<file path="src/rtl/data_mem_arbiter.sv">
// Round-robin arbiter sharing one single-port data memory between
// two requesters, one transaction at a time.
module data_mem_arbiter #(
  parameter int ADDR_W  = 32,
  parameter int DATA_W  = 32,
  parameter int MEM_LAT = 1
) (
  input  logic              clk,
  input  logic              rst,
  input  logic              r0_req,
  input  logic              r0_we,
  input  logic [ADDR_W-1:0] r0_addr,
  input  logic [DATA_W-1:0] r0_wdata,
  output logic              r0_gnt,
  output logic              r0_ack,
  output logic [DATA_W-1:0] r0_rdata,
  input  logic              r1_req,
  input  logic              r1_we,
  input  logic [ADDR_W-1:0] r1_addr,
  input  logic [DATA_W-1:0] r1_wdata,
  output logic              r1_gnt,
  output logic              r1_ack,
  output logic [DATA_W-1:0] r1_rdata,
  output logic              mem_read,
  output logic              mem_write,
  output logic [ADDR_W-1:0] mem_addr,
  output logic [DATA_W-1:0] mem_wdata,
  input  logic [DATA_W-1:0] mem_rdata,
  output logic              busy
);

  localparam int CW = (MEM_LAT > 1) ? $clog2(MEM_LAT) : 1;

  typedef enum logic [1:0] {
    IDLE,
    ACCESS,
    DONE
  } state_t;

  state_t      state;
  logic        owner;
  logic        we_q;
  logic        last_grant;
  logic [CW-1:0] cnt;

  logic              any;
  logic              pick;
  logic              sel_we;
  logic [ADDR_W-1:0] sel_addr;
  logic [DATA_W-1:0] sel_wdata;

  // On a tie the port that did not win last time gets the slot.
  always_comb begin
    any  = r0_req | r1_req;
    pick = (r0_req & r1_req) ? ~last_grant : r1_req;
    sel_we    = pick ? r1_we    : r0_we;
    sel_addr  = pick ? r1_addr  : r0_addr;
    sel_wdata = pick ? r1_wdata : r0_wdata;
  end

  // Grant is decided in the IDLE cycle itself; held low during reset.
  assign r0_gnt = ~rst & (state == IDLE) & any & ~pick;
  assign r1_gnt = ~rst & (state == IDLE) & any & pick;
  assign busy   = (state != IDLE);

  always_ff @(posedge clk or posedge rst) begin
    if (rst) begin
      state      <= IDLE;
      owner      <= 1'b0;
      we_q       <= 1'b0;
      last_grant <= 1'b1;
      cnt        <= '0;
      mem_read   <= 1'b0;
      mem_write  <= 1'b0;
      mem_addr   <= '0;
      mem_wdata  <= '0;
      r0_ack     <= 1'b0;
      r1_ack     <= 1'b0;
      r0_rdata   <= '0;
      r1_rdata   <= '0;
    end else begin
      unique case (state)
        IDLE: begin
          if (any) begin
            owner      <= pick;
            we_q       <= sel_we;
            last_grant <= pick;
            cnt        <= CW'(MEM_LAT - 1);
            mem_read   <= ~sel_we;
            mem_write  <= sel_we;
            mem_addr   <= sel_addr;
            mem_wdata  <= sel_wdata;
            state      <= ACCESS;
          end
        end
        ACCESS: begin
          if (cnt == '0) begin
            if (!we_q) begin
              if (owner) r1_rdata <= mem_rdata;
              else       r0_rdata <= mem_rdata;
            end
            mem_read  <= 1'b0;
            mem_write <= 1'b0;
            mem_addr  <= '0;
            mem_wdata <= '0;
            r0_ack    <= ~owner;
            r1_ack    <= owner;
            state     <= DONE;
          end else begin
            cnt <= cnt - CW'(1);
          end
        end
        DONE: begin
          r0_ack <= 1'b0;
          r1_ack <= 1'b0;
          state  <= IDLE;
        end
        default: state <= IDLE;
      endcase
    end
  end

endmodule
</file>
<file path="config.mk">
export PLATFORM = sky130hd
export DESIGN_NAME = data_mem_arbiter
export DESIGN_NICKNAME = d
export VERILOG_FILES = /design/src/rtl/data_mem_arbiter.sv
export SDC_FILE = /design/constraint.sdc
export NUM_CORES = 1
export LEC_CHECK = 0
export BUFFER_PORTS_ARGS = -buffer_cell sky130_fd_sc_hd__buf_2
export CORE_MARGIN = 3
export CORE_UTILIZATION = 40
export CTS_CLUSTER_DIAMETER = 30
export DETAILED_ROUTE_END_ITERATION = 6
export PLACE_DENSITY = 0.69
export REMOVE_ABC_BUFFERS = 1
export SLEW_MARGIN = 30
export SYNTH_ARGS = -nofsm -noshare
export SYNTH_HDL_FRONTEND = slang
export SYNTH_SLANG_ARGS = --single-unit
</file>
<file path="constraint.sdc">
create_clock -name clk -period 13.2 [get_ports clk]
set_input_delay 2.64 -clock clk [delete_from_list [all_inputs] [get_ports clk]]
set_output_delay 2.64 -clock clk [all_outputs]
set_load 0.02 [all_outputs]
</file>
==> Implementation_results.wiki <==
{| class="wikitable"
! Metric !! Value
|-
| Buf+Inv Stages, Crit Path || 2
|-
| Max-capacitance violation count || 0
|-
| Run status || completed
|-
| Core footprint || 14000 µm²
|-
| Largest stage delay on the critical path || between 300 and 400 ps
|-
| Total gr overflow || 0
|-
| Fraction of registers with async set/reset || 100%
|-
| Placement Rows || 43
|-
| R2R cell count || 6
|-
| Number of sinks handled by clock tree synthesis || 137
|-
| CTS tree || yes
|-
| Global-route wire length before repair || 27400 µm
|-
| Fin Setup TNS || 0 ps
|-
| CTS buffer count || 17
|-
| Instance count of the mapped netlist || 410
|-
| Critical path data arrival time || 3530 ps
|-
| Cts hold-fix bufs || 0
|-
| Hold Path Stages || 1
|-
| Maximum clock frequency || 162 MHz
|-
| Endpoint required time on the critical path || between 10000 and 15000 ps
|-
| Element type at the critical path end || output port
|-
| Standard cell area after detailed placement || around 7400 µm²
|-
| Area of the die || 16000 µm²
|-
| Post-layout instance area || approximately 8000 µm²
|-
| Cell family with most CP delay || simple AND/OR/NAND/NOR gates
|-
| Total wire length after detailed routing || 17600 µm
|-
| Max FO, Critical Path || 5
|-
| Logic depth of the worst setup path including buffers || 5
|-
| Antenna violations before repair || 4
|-
| Average wire per cell in the routed design || 19.7 µm
|-
| Number of port buffers || 300
|-
| Number of violations reported at the end of detailed-routing iteration 0 || 218
|-
| RSZ-0062 raised after global routing || no
|-
| Die Y-Extent || 126 µm
|-
| Worst slew margin relative to its limit || 51.8%
|-
| Slew Viols, Final || 0
|-
| Distinct cell type count of the synthesized netlist || 30
|-
| H-tree depth || 4
|-
| Number of vias per cell after detailed routing || approximately 5.4
|-
| Crit share post-route || a little under half
|-
| Count of flip-flops with a built-in enable after synthesis || 0
|-
| Type of origin of the critical path || primary input
|-
| Final core utilization || 57.0%
|-
| Most frequently used cell type in the post-synthesis netlist || sky130_fd_sc_hd__dfrtp_1
|-
| Synth area leader || sky130_fd_sc_hd__dfrtp_1
|-
| Worst clock skew on the final layout || 11.8 ps
|-
| Slew at the pin closest to its max-slew limit || roughly 720 ps
|-
| Flip-flop and latch count after synthesis || 137
|-
| Share of synthesized area occupied by flip-flops and latches || 59.1%
|-
| Mean post-synth cell area || between 10 and 15 µm²
|-
| Power density of the placed cells || 259 nW/µm²
|-
| Area growth syn-to-layout || 37.8%
|-
| Final estimated routing congestion in global placement || between 0.8 and 0.9
|-
| Yosys top cell area share || 58.6%
|-
| CTS-repair resized insts || 0
|-
| Most numerous cell on the critical path || sky130_fd_sc_hd__buf_2
|-
| Ratio of cells with drive above 1 in the final layout || 57.8%
|-
| Clock tree root buffer cell || sky130_fd_sc_hd__clkbuf_16
|-
| Area of the mapped netlist || approximately 5800 µm²
|-
| Maximum root-to-sink buffer count || 2
|-
| Antenna-violating nets left || 0
|-
| Width of the chip || 126 µm
|-
| Pin count of the biggest net entering global routing || 77
|-
| Final Net Count || 872
|-
| Most area-consuming cells after synthesis || sky130_fd_sc_hd__dfrtp_1 (59%), sky130_fd_sc_hd__mux2_2 (12%), sky130_fd_sc_hd__a221o_1 (11%)
|-
| Largest voltage drop on the vdd net || between 0.0001 and 0.00015 V
|-
| Total via count after detailed routing || 4848
|-
| Post-CTS setup buffers || 0
|-
| Count of synthesis-stage warnings from yosys || 0
|-
| Worst path slowest cell || sky130_fd_sc_hd__or2_2
|-
| Post-detailed-route DRC marker count || 0
|-
| Hold violation total from the final report || 0
|-
| Clock insertion delay at the later pin of the skew report || 420 ps
|-
| Path type of the worst min-delay path || reg2reg
|-
| Via count of the first global-routing pass || ~5200
|-
| Setup CP Type || in2out
|-
| Clk pin slew, worst setup/hold paths || 60 ps
|-
| List of cells traversed by the critical path || buf_2 > and2_1 > or2_2 > nor2_1 > buf_2
|-
| Initial standard-cell utilization of the core || 41.3%
|-
| Final critical path time including I/O delays and setup || between 6000 and 7000 ps
|-
| Leakage || roughly 4.1 nW
|-
| Most instantiated cells after synthesis || sky130_fd_sc_hd__dfrtp_1 (136), sky130_fd_sc_hd__a21boi_1 (65), sky130_fd_sc_hd__a221o_1 (65)
|-
| Initial DRT Pass Iterations || 5
|-
| Most common flop cell mapped by yosys || sky130_fd_sc_hd__dfrtp_1
|-
| Post-DP HPWL || around 13000 µm
|-
| Final setup violation count || 0
|-
| Ports placed on the boundary || 301
|-
| Total routing usage reported by global routing || between 20% and 30%
|}
[power breakdown]
| group | total, mW | switching (mW) | internal (mW) |
|---|---|---|---|
| Clock | 0.487 | 0.184 | 0.303 |
| Sequential | 0.693 | 0.0921 | 0.601 |
| Combinational | 0.890 | 0.526 | 0.364 |
| Total | 2.07 | 0.802 | 1.27 |
[layout by cell type, fill, tap and decap left out, types with 2 or more instances in the layout]
master,synthesis,routed
sky130_fd_sc_hd__a21boi_1,65,65
sky130_fd_sc_hd__a221o_1,65,65
sky130_fd_sc_hd__buf_2,21,300
sky130_fd_sc_hd__buf_4,3,6
sky130_fd_sc_hd__bufinv_16,0,3
sky130_fd_sc_hd__clkbuf_16,0,17
sky130_fd_sc_hd__clkinv_2,0,3
sky130_fd_sc_hd__clkinv_4,0,3
sky130_fd_sc_hd__clkinvlp_4,0,3
sky130_fd_sc_hd__dfrtp_1,136,136
sky130_fd_sc_hd__diode_2,0,3
sky130_fd_sc_hd__ha_1,5,5
sky130_fd_sc_hd__inv_1,6,5
sky130_fd_sc_hd__inv_6,0,3
sky130_fd_sc_hd__mux2_1,2,2
sky130_fd_sc_hd__mux2_2,63,63
sky130_fd_sc_hd__nand2_1,7,7
sky130_fd_sc_hd__nand3b_1,2,2
sky130_fd_sc_hd__nor2_1,3,3
sky130_fd_sc_hd__nor3_4,0,2
sky130_fd_sc_hd__o21ai_0,4,4
sky130_fd_sc_hd__or2_2,1,2
[metrics by stage]
step / cells / hold slack (ps) / total power, mW / setup slack (ps)
after floorplan: 375 / 465 / 1.27 / 6560
after global placement: 862 / 462 / 1.57 / 7050
after detailed placement: 862 / 474 / 1.59 / 7040
after CTS: 894 / 488 / 2.09 / 7040
after global routing: 897 / 507 / 2.18 / 6980
final: 897 / 485 / 2.07 / 7030
[cell type report]
type / instances / area [µm²]
diodes: 3 / 7.51
clock buffers: 18 / 439
clock inverters: 14 / 171
fillers: 1165 / 6040
inverters: 7 / 31.3
multi-input cells: 231 / 2140
flip-flops and latches: 137 / 3430
well taps: 180 / 225
repair buffers: 307 / 1560
[worst paths after layout]
| check | endpoint | from | slack, ps |
|---|---|---|---|
| setup / recovery | r1_gnt | r0_req | 7030 |
| hold / removal | r0_rdata[22] | r0_rdata[22] | 490 |
| setup reg to reg | mem_wdata[16] | state[0] | 10870 |
| hold reg to reg | r0_rdata[22] | r0_rdata[22] | 490 |
| max in group asynchronous | r0_rdata[21] | rst | 9820 |
| min in group asynchronous | mem_addr[29] | rst | 2320 |
[layer usage]
layer	vias to the layer above	share of wire, %	GRT usage (%)
met2	276	49	35.9
met3	36	11	8.38
met4	2	2.5	8.45
met5	-	0.074	0
li1	2170	-	-
met1	2364	38	25.1
[cell families (layout without fill, tap and decap cells)]
kind of cell,Yosys count,after routing,share of synthesized area (%)
AOI/OAI and AO/OA,139,139,20.7
adders and majority gates,5,5,1.08
buffers and inverters,42,346,4.40
DFF,137,137,59.1
muxes,65,65,12.6
other,0,3,0
and+or+nand+nor,22,22,2.13
[state kept, by name, indices dropped and copies added, names as in the netlist]
name,flops
r0_rdata,32
last_grant,1
we_q,1
mem_write,1
r0_ack,1
state,2
owner,1
mem_wdata,32
r1_rdata,32
r1_ack,1
mem_addr,32
mem_read,1
No activity file was read; power rests on OpenSTA's default activity.
